$ cat src/rtl/mem_arbiter_pkg.sv
// Purpose: shared types and constants for the two-requester memory arbiter.
// Latency: n/a (declarations only).
// Backpressure: n/a. Optional round-robin arbitration is enabled by MEM_ARB_ROUND_ROBIN_EN.
package mem_arbiter_pkg;

    // FSM state encoding
    localparam logic [2:0] ST_IDLE     = 3'd0;
    localparam logic [2:0] ST_REQ_IFU  = 3'd1;
    localparam logic [2:0] ST_WAIT_IFU = 3'd2;
    localparam logic [2:0] ST_REQ_LSU  = 3'd3;
    localparam logic [2:0] ST_WAIT_LSU = 3'd4;

    typedef enum logic [2:0] {
        IDLE     = ST_IDLE,
        REQ_IFU  = ST_REQ_IFU,
        WAIT_IFU = ST_WAIT_IFU,
        REQ_LSU  = ST_REQ_LSU,
        WAIT_LSU = ST_WAIT_LSU
    } arb_state_t;

    // Requester identifiers, also the encoding of last_grant
    localparam logic REQ_ID_IFU = 1'b0;
    localparam logic REQ_ID_LSU = 1'b1;

    // Byte-enable width on the memory side
    localparam int MASK_W = 4;

endpackage

$ cat src/rtl/mem_arb_pick.sv
// Purpose: combinational grant selection between IFU and LSU (round-robin if MEM_ARB_ROUND_ROBIN_EN, else LSU priority).
// Latency: zero, purely combinational.
// Backpressure: none; a lone requester is always granted, at most one grant is ever asserted.
module mem_arb_pick
    import mem_arbiter_pkg::*;
(
    input  logic ifu_valid,
    input  logic lsu_valid,
    input  logic last_grant,
    output logic grant_ifu,
    output logic grant_lsu
);

    logic prefer_lsu;

`ifdef MEM_ARB_ROUND_ROBIN_EN
    // On contention the requester that did not win last time goes next
    assign prefer_lsu = (last_grant == REQ_ID_IFU);
`else
    // Fixed priority: loads/stores always beat instruction fetch
    logic last_grant_unused;
    assign last_grant_unused = last_grant;
    assign prefer_lsu        = 1'b1;
`endif

    // LSU wins when alone or preferred; IFU takes whatever LSU did not
    always_comb begin
        grant_lsu = lsu_valid & (~ifu_valid | prefer_lsu);
        grant_ifu = ifu_valid & ~grant_lsu;
    end

endmodule

$ cat src/rtl/mem_arbiter.sv
// Purpose: arbitrates IFU and LSU onto one memory port, one transaction at a time (MEM_ARB_ROUND_ROBIN_EN selects round-robin).
// Latency: accept -> mem request next cycle; response passed through combinationally in the cycle mem_rsp_valid arrives.
// Backpressure: requests are accepted only in IDLE; mem request fields held stable until mem_req_ready.
module mem_arbiter
    import mem_arbiter_pkg::*;
#(
    parameter int unsigned DATA_LEN = 32
) (
    input  logic                clk,
    input  logic                rst_n,
    input  logic                ifu_req_valid,
    output logic                ifu_req_ready,
    input  logic [DATA_LEN-1:0] ifu_addr,
    output logic                ifu_rsp_valid,
    output logic [DATA_LEN-1:0] ifu_rdata,
    input  logic                lsu_req_valid,
    output logic                lsu_req_ready,
    input  logic [DATA_LEN-1:0] lsu_addr,
    input  logic                lsu_wen,
    input  logic [DATA_LEN-1:0] lsu_wdata,
    input  logic [MASK_W-1:0]   lsu_wmask,
    output logic                lsu_rsp_valid,
    output logic [DATA_LEN-1:0] lsu_rdata,
    output logic                mem_req_valid,
    input  logic                mem_req_ready,
    output logic [DATA_LEN-1:0] mem_addr,
    output logic                mem_wen,
    output logic [DATA_LEN-1:0] mem_wdata,
    output logic [MASK_W-1:0]   mem_wmask,
    input  logic                mem_rsp_valid,
    input  logic [DATA_LEN-1:0] mem_rdata,
    output logic                busy
);

    arb_state_t          state_q, state_d;
    logic [DATA_LEN-1:0] addr_q, addr_d;
    logic [DATA_LEN-1:0] wdata_q, wdata_d;
    logic [MASK_W-1:0]   wmask_q, wmask_d;
    logic                wen_q, wen_d;
    logic                last_grant_q, last_grant_d;
    logic                grant_ifu, grant_lsu;

    mem_arb_pick u_pick (
        .ifu_valid  (ifu_req_valid),
        .lsu_valid  (lsu_req_valid),
        .last_grant (last_grant_q),
        .grant_ifu  (grant_ifu),
        .grant_lsu  (grant_lsu)
    );

    // Handshake and memory-side outputs come straight from state and captured request
    assign ifu_req_ready = (state_q == IDLE) & grant_ifu;
    assign lsu_req_ready = (state_q == IDLE) & grant_lsu;
    assign mem_addr      = addr_q;
    assign mem_wen       = wen_q;
    assign mem_wdata     = wdata_q;
    assign mem_wmask     = wmask_q;
    assign ifu_rdata     = mem_rdata;
    assign lsu_rdata     = mem_rdata;
    assign busy          = (state_q != IDLE);

    // Next-state, request capture and response steering
    always_comb begin
        state_d       = state_q;
        addr_d        = addr_q;
        wen_d         = wen_q;
        wdata_d       = wdata_q;
        wmask_d       = wmask_q;
        last_grant_d  = last_grant_q;
        mem_req_valid = 1'b0;
        ifu_rsp_valid = 1'b0;
        lsu_rsp_valid = 1'b0;
        unique case (state_q)
            IDLE: begin
                // Stray mem_rsp_valid is deliberately ignored here
                if (grant_ifu) begin
                    state_d      = REQ_IFU;
                    addr_d       = ifu_addr;
                    wen_d        = 1'b0;
                    wdata_d      = '0;
                    wmask_d      = '0;
                    last_grant_d = REQ_ID_IFU;
                end else if (grant_lsu) begin
                    state_d      = REQ_LSU;
                    addr_d       = lsu_addr;
                    wen_d        = lsu_wen;
                    wdata_d      = lsu_wdata;
                    wmask_d      = lsu_wmask;
                    last_grant_d = REQ_ID_LSU;
                end
            end
            REQ_IFU: begin
                mem_req_valid = 1'b1;
                if (mem_req_ready) begin
                    // A response in the same cycle as the accept finishes immediately
                    ifu_rsp_valid = mem_rsp_valid;
                    state_d       = mem_rsp_valid ? IDLE : WAIT_IFU;
                end
            end
            WAIT_IFU: begin
                if (mem_rsp_valid) begin
                    ifu_rsp_valid = 1'b1;
                    state_d       = IDLE;
                end
            end
            REQ_LSU: begin
                mem_req_valid = 1'b1;
                if (mem_req_ready) begin
                    lsu_rsp_valid = mem_rsp_valid;
                    state_d       = mem_rsp_valid ? IDLE : WAIT_LSU;
                end
            end
            WAIT_LSU: begin
                if (mem_rsp_valid) begin
                    lsu_rsp_valid = 1'b1;
                    state_d       = IDLE;
                end
            end
            default: state_d = IDLE;
        endcase
    end

    // State and captured request registers; reset abandons any open transaction
    always_ff @(posedge clk or negedge rst_n) begin
        if (!rst_n) begin
            state_q      <= IDLE;
            addr_q       <= '0;
            wen_q        <= 1'b0;
            wdata_q      <= '0;
            wmask_q      <= '0;
            last_grant_q <= REQ_ID_IFU;
        end else begin
            state_q      <= state_d;
            addr_q       <= addr_d;
            wen_q        <= wen_d;
            wdata_q      <= wdata_d;
            wmask_q      <= wmask_d;
            last_grant_q <= last_grant_d;
        end
    end

endmodule

$ cat config.mk
export PLATFORM = sky130hd
export DESIGN_NAME = mem_arbiter
export DESIGN_NICKNAME = d
export VERILOG_FILES = /design/src/rtl/mem_arbiter_pkg.sv /design/src/rtl/mem_arb_pick.sv /design/src/rtl/mem_arbiter.sv
export SDC_FILE = /design/constraint.sdc
export NUM_CORES = 1
export LEC_CHECK = 0
export CORE_MARGIN = 5
export CORE_UTILIZATION = 25
export CTS_CLUSTER_SIZE = 24
export DETAILED_ROUTE_END_ITERATION = 6
export GPL_TIMING_DRIVEN = 0
export HOLD_SLACK_MARGIN = 0.05
export PLACE_DENSITY_LB_ADDON = 0.2
export SYNTH_ARGS = -nofsm -noshare
export SYNTH_HDL_FRONTEND = slang
export SYNTH_SLANG_ARGS = --single-unit
$ cat constraint.sdc
create_clock -name clk -period 1.8 [get_ports clk]
set_clock_uncertainty 0.15 [all_clocks]
set_input_delay 0.18 -clock clk [delete_from_list [all_inputs] [get_ports clk]]
set_output_delay 0.18 -clock clk [all_outputs]
set_load 0.1 [all_outputs]
==> impl_summary.txt <==
----------------------------------------------------
[Synth]
  Cell Area, Synth ... about 0.0036 mm2
  Mean instance size in the synthesized netlist ... around 13 um2
  Post-synth net total ... roughly 410
  Flops & latches, synth ... 72
  Synthesized instance count ... approximately 270
  Register area share after synthesis ... slightly above 50%
  Synth warn ... 0
  Number of distinct library cells after synthesis ... 22

[Layout]
  Synth-to-layout area growth ... 93.0%
  Number of antenna diodes ... 0
  Most common cell after layout, fill and taps aside ... sky130_fd_sc_hd__clkdlybuf4s50_1
  Top library cells by usage in the layout, fill and taps aside ... 167 x sky130_fd_sc_hd__clkdlybuf4s50_1, 77 x sky130_fd_sc_hd__buf_4, 69 x sky130_fd_sc_hd__dfrtp_1, 69 x sky130_fd_sc_hd__clkdlybuf4s15_2, 59 x sky130_fd_sc_hd__mux2_2
  Final core utilization ... 49.4%
  Count of fill cells added during filler insertion ... 1231
  Final cell count without fillers ... 727
  Share of layout cells above drive strength 1 ... 46.6%
  Final layout net count ... around 700
  Storage element area ... between 0.0015 and 0.002 mm2
  Multi-input combinational cell area ... 0.00122 mm2

[Job]
  Number of max-cap violations ... 0

[Worst setup path]
  Launching point of the worst reg2reg path ... state_q[1]
  Required time of the worst setup path ... 1.47 ns
  CP delay by family, top ... flip-flops
  Signal arrival time at the worst endpoint ... 1.49 ns
  Slowest cell on the critical path ... sky130_fd_sc_hd__dfrtp_2
  Sort of element at the end of the critical path ... output port
  Critical Path Start Type ... flip-flop
  Bufs and invs on worst path ... 2
  Biggest cell delay along the critical path ... between 0.4 and 0.5 ns
  Reg2Reg Capture Point ... mem_addr[3]
  Depth of the worst register-to-register path ... 5
  Worst reg-to-reg setup slack ... 0.08 ns
  Critical Path Fanout Max ... 5
  Kind of critical path ... reg2out
  Cells along the critical path ... nor3_4, and2_4, buf_8, buf_12

[STA]
  Final Hold Vio Count ... 0
  Setup Total Neg Slack ... -0.0262 ns
  Final count of pins violating max slew ... 0
  Total of endpoints with negative setup slack in the final report ... 2
  Worst path setup slack after routing ... -0.0164 ns
  Fraction of the cycle the final worst path needs ... 101%
  Max frequency ... roughly 0.55 GHz
  Final hold slack ... between 0.2 and 0.25 ns
  RSZ-0062 raised after global routing ... yes
  Time the worst path needs with I/O delays and setup ... roughly 1.8 ns
  Worst slew pin tran ... 0.991 ns
  Relative slew slack ... 33.7%

[Place]
  Post-Place Cells ... 699
  Final weighted congestion in routability-driven placement ... 0.769
  Input/output buffers ... 245
  Detailed placement HPWL ... 9.32 mm

[Hold path]
  HP Class ... in2reg
  Hold path depth ... 3
  Hold path start ... lsu_req_valid
  Terminating pin of the worst hold path ... state_q[1]

[Clocking]
  CTS H-Tree Depth ... 3
  Total CTS buffers ... 9
  Skew-Pair Late Insertion Delay ... 0.33 ns
  Clock-pin slew on the worst setup and hold paths ... 0.06 ns
  Library cell used as clock root buffer ... sky130_fd_sc_hd__clkbuf_16
  TritonCTS clock tree ... done
  Number of sinks driven by the clock tree ... 72
  Bufs on Longest Clock Path ... 2

[GRT]
  Global-route wire length before repair ... 18.0 mm
  Largest net degree at the start of global routing ... between 70 and 80
  Antenna violations before repair ... 0
  Global routing usage summed across all routing layers ... 13.8%
  Number of global-route vias before repair ... 3381
  Residual overflow from global routing ... 0

[Route]
  Routed Wire Length ... 11.8 mm
  Routed wirelength normalized by instance count ... 16.3 um
  Length of the first detailed-routing pass in iterations ... 4
  Via Count ... 3054
  DRC violation count after routing ... 0
  Remaining antenna violation count ... 0
  Vias per Instance ... 4.20
  Number of violations reported at the end of detailed-routing iteration 0 ... 49

[Run status]
  Result of the run ... finished, violations left
  Violations in the final reports ... setup timing

[Floorplan]
  Starting utilization of the core area ... 25.6%
  Rows ... 43
  Die outline area ... 0.0168 mm2
  Die W ... 129 um
  Chip height ... 129 um
  I/O pin cnt ... approximately 280
  Core area ... 0.0139 mm2

----------------------------------------------------
## cells in the mapped netlist (all sizes together)
| library cell | number | share of area, % |
|---|---|---|
| buf | 76 | 16 |
| inv | 3 | 0.32 |
| and2 | 2 | 0.35 |
| mux2 | 65 | 21 |
| a221oi | 1 | 0.25 |
| nand2 | 1 | 0.11 |
| a32oi | 1 | 0.25 |
| o21ai | 2 | 0.39 |
| o31ai | 1 | 0.21 |
| a21oi | 1 | 0.14 |
| nor2b | 2 | 0.35 |
| nand3 | 1 | 0.14 |
| nor3 | 2 | 0.60 |
| a22o | 37 | 9.1 |
| clkbuf | 3 | 0.32 |
| nor2 | 3 | 0.32 |
| dfrtp | 72 | 50 |
## cell families after synthesis
kind of cell	synth area share, %
buf+inv	16.8
flops	50.5
mux	20.5
compound gates	10.3
simple gates	1.86
## timing repair
item / CTS / global route
cloned: 0 / 0
hold endpoints to repair: 72 / 0
setup buffers: 4 / 7
resized for setup: 263 / 16
setup endpoints to repair: 75 / 64
hold buffers: 2 / 0
pin swaps: 3 / 1
## cell type report
class	count	share of cell area, %
clock buffers	13	3.92
clock inverters	3	0.218
plain buffers	78	9.05
flip-flops and latches	72	26.2
well taps	180	3.27
multi-input cells	119	17.7
repair buffers	259	39.4
inverters	3	0.163
## registers in the layout (all words and copies together), names as in the netlist
name       count
mem_wen        1
mem_wdata     32
mem_addr      32
state_q        3
mem_wmask      4
## worst register-to-register path, cell delays in order, from the launching register on
cell and delay [ns]:
sky130_fd_sc_hd__dfrtp_2 0.45, sky130_fd_sc_hd__nor3_4 0.24, sky130_fd_sc_hd__buf_4 0.14, sky130_fd_sc_hd__o21ai_2 0.13, sky130_fd_sc_hd__buf_4 0.22, sky130_fd_sc_hd__mux2_2 0.27
## stage by stage
stage               setup slack [ns]  instance area (um2)
global route                 -0.0907                 6890
CTS                           -0.120                 6800
detailed placement             -1.00                 6310
global placement               -2.39                 6290
floorplan                     -0.313                 3610
finish                       -0.0164                 6890
## how the worst max path moves through the flow
stage / startpoint / end / slack, ns / cells past startpoint
after detailed placement: mem_req_ready / ifu_rsp_valid / -1.0 / 5
after global placement: rst_n / state_q[0] / -2.39 / 1
after global routing: state_q[0] / lsu_req_ready / -0.09 / 4
after CTS: state_q[2] / lsu_req_ready / -0.12 / 4
final: state_q[1] / lsu_req_ready / -0.02 / 4
after floorplan: state_q[2] / lsu_rsp_valid / -0.31 / 3
## layer usage
layer | track usage (%) | vias to the layer above | share of wire (%)
met5 | 0 | - | 0
met4 | 4.71 | 0 | 1.6
met3 | 5.61 | 14 | 12
met2 | 23.8 | 168 | 50
met1 | 15.6 | 1429 | 37
li1 | - | 1443 | -
Power is left out: the tool's default activity adds up to more than one toggle a clock period on the data nets, which glitch-free logic cannot reach.
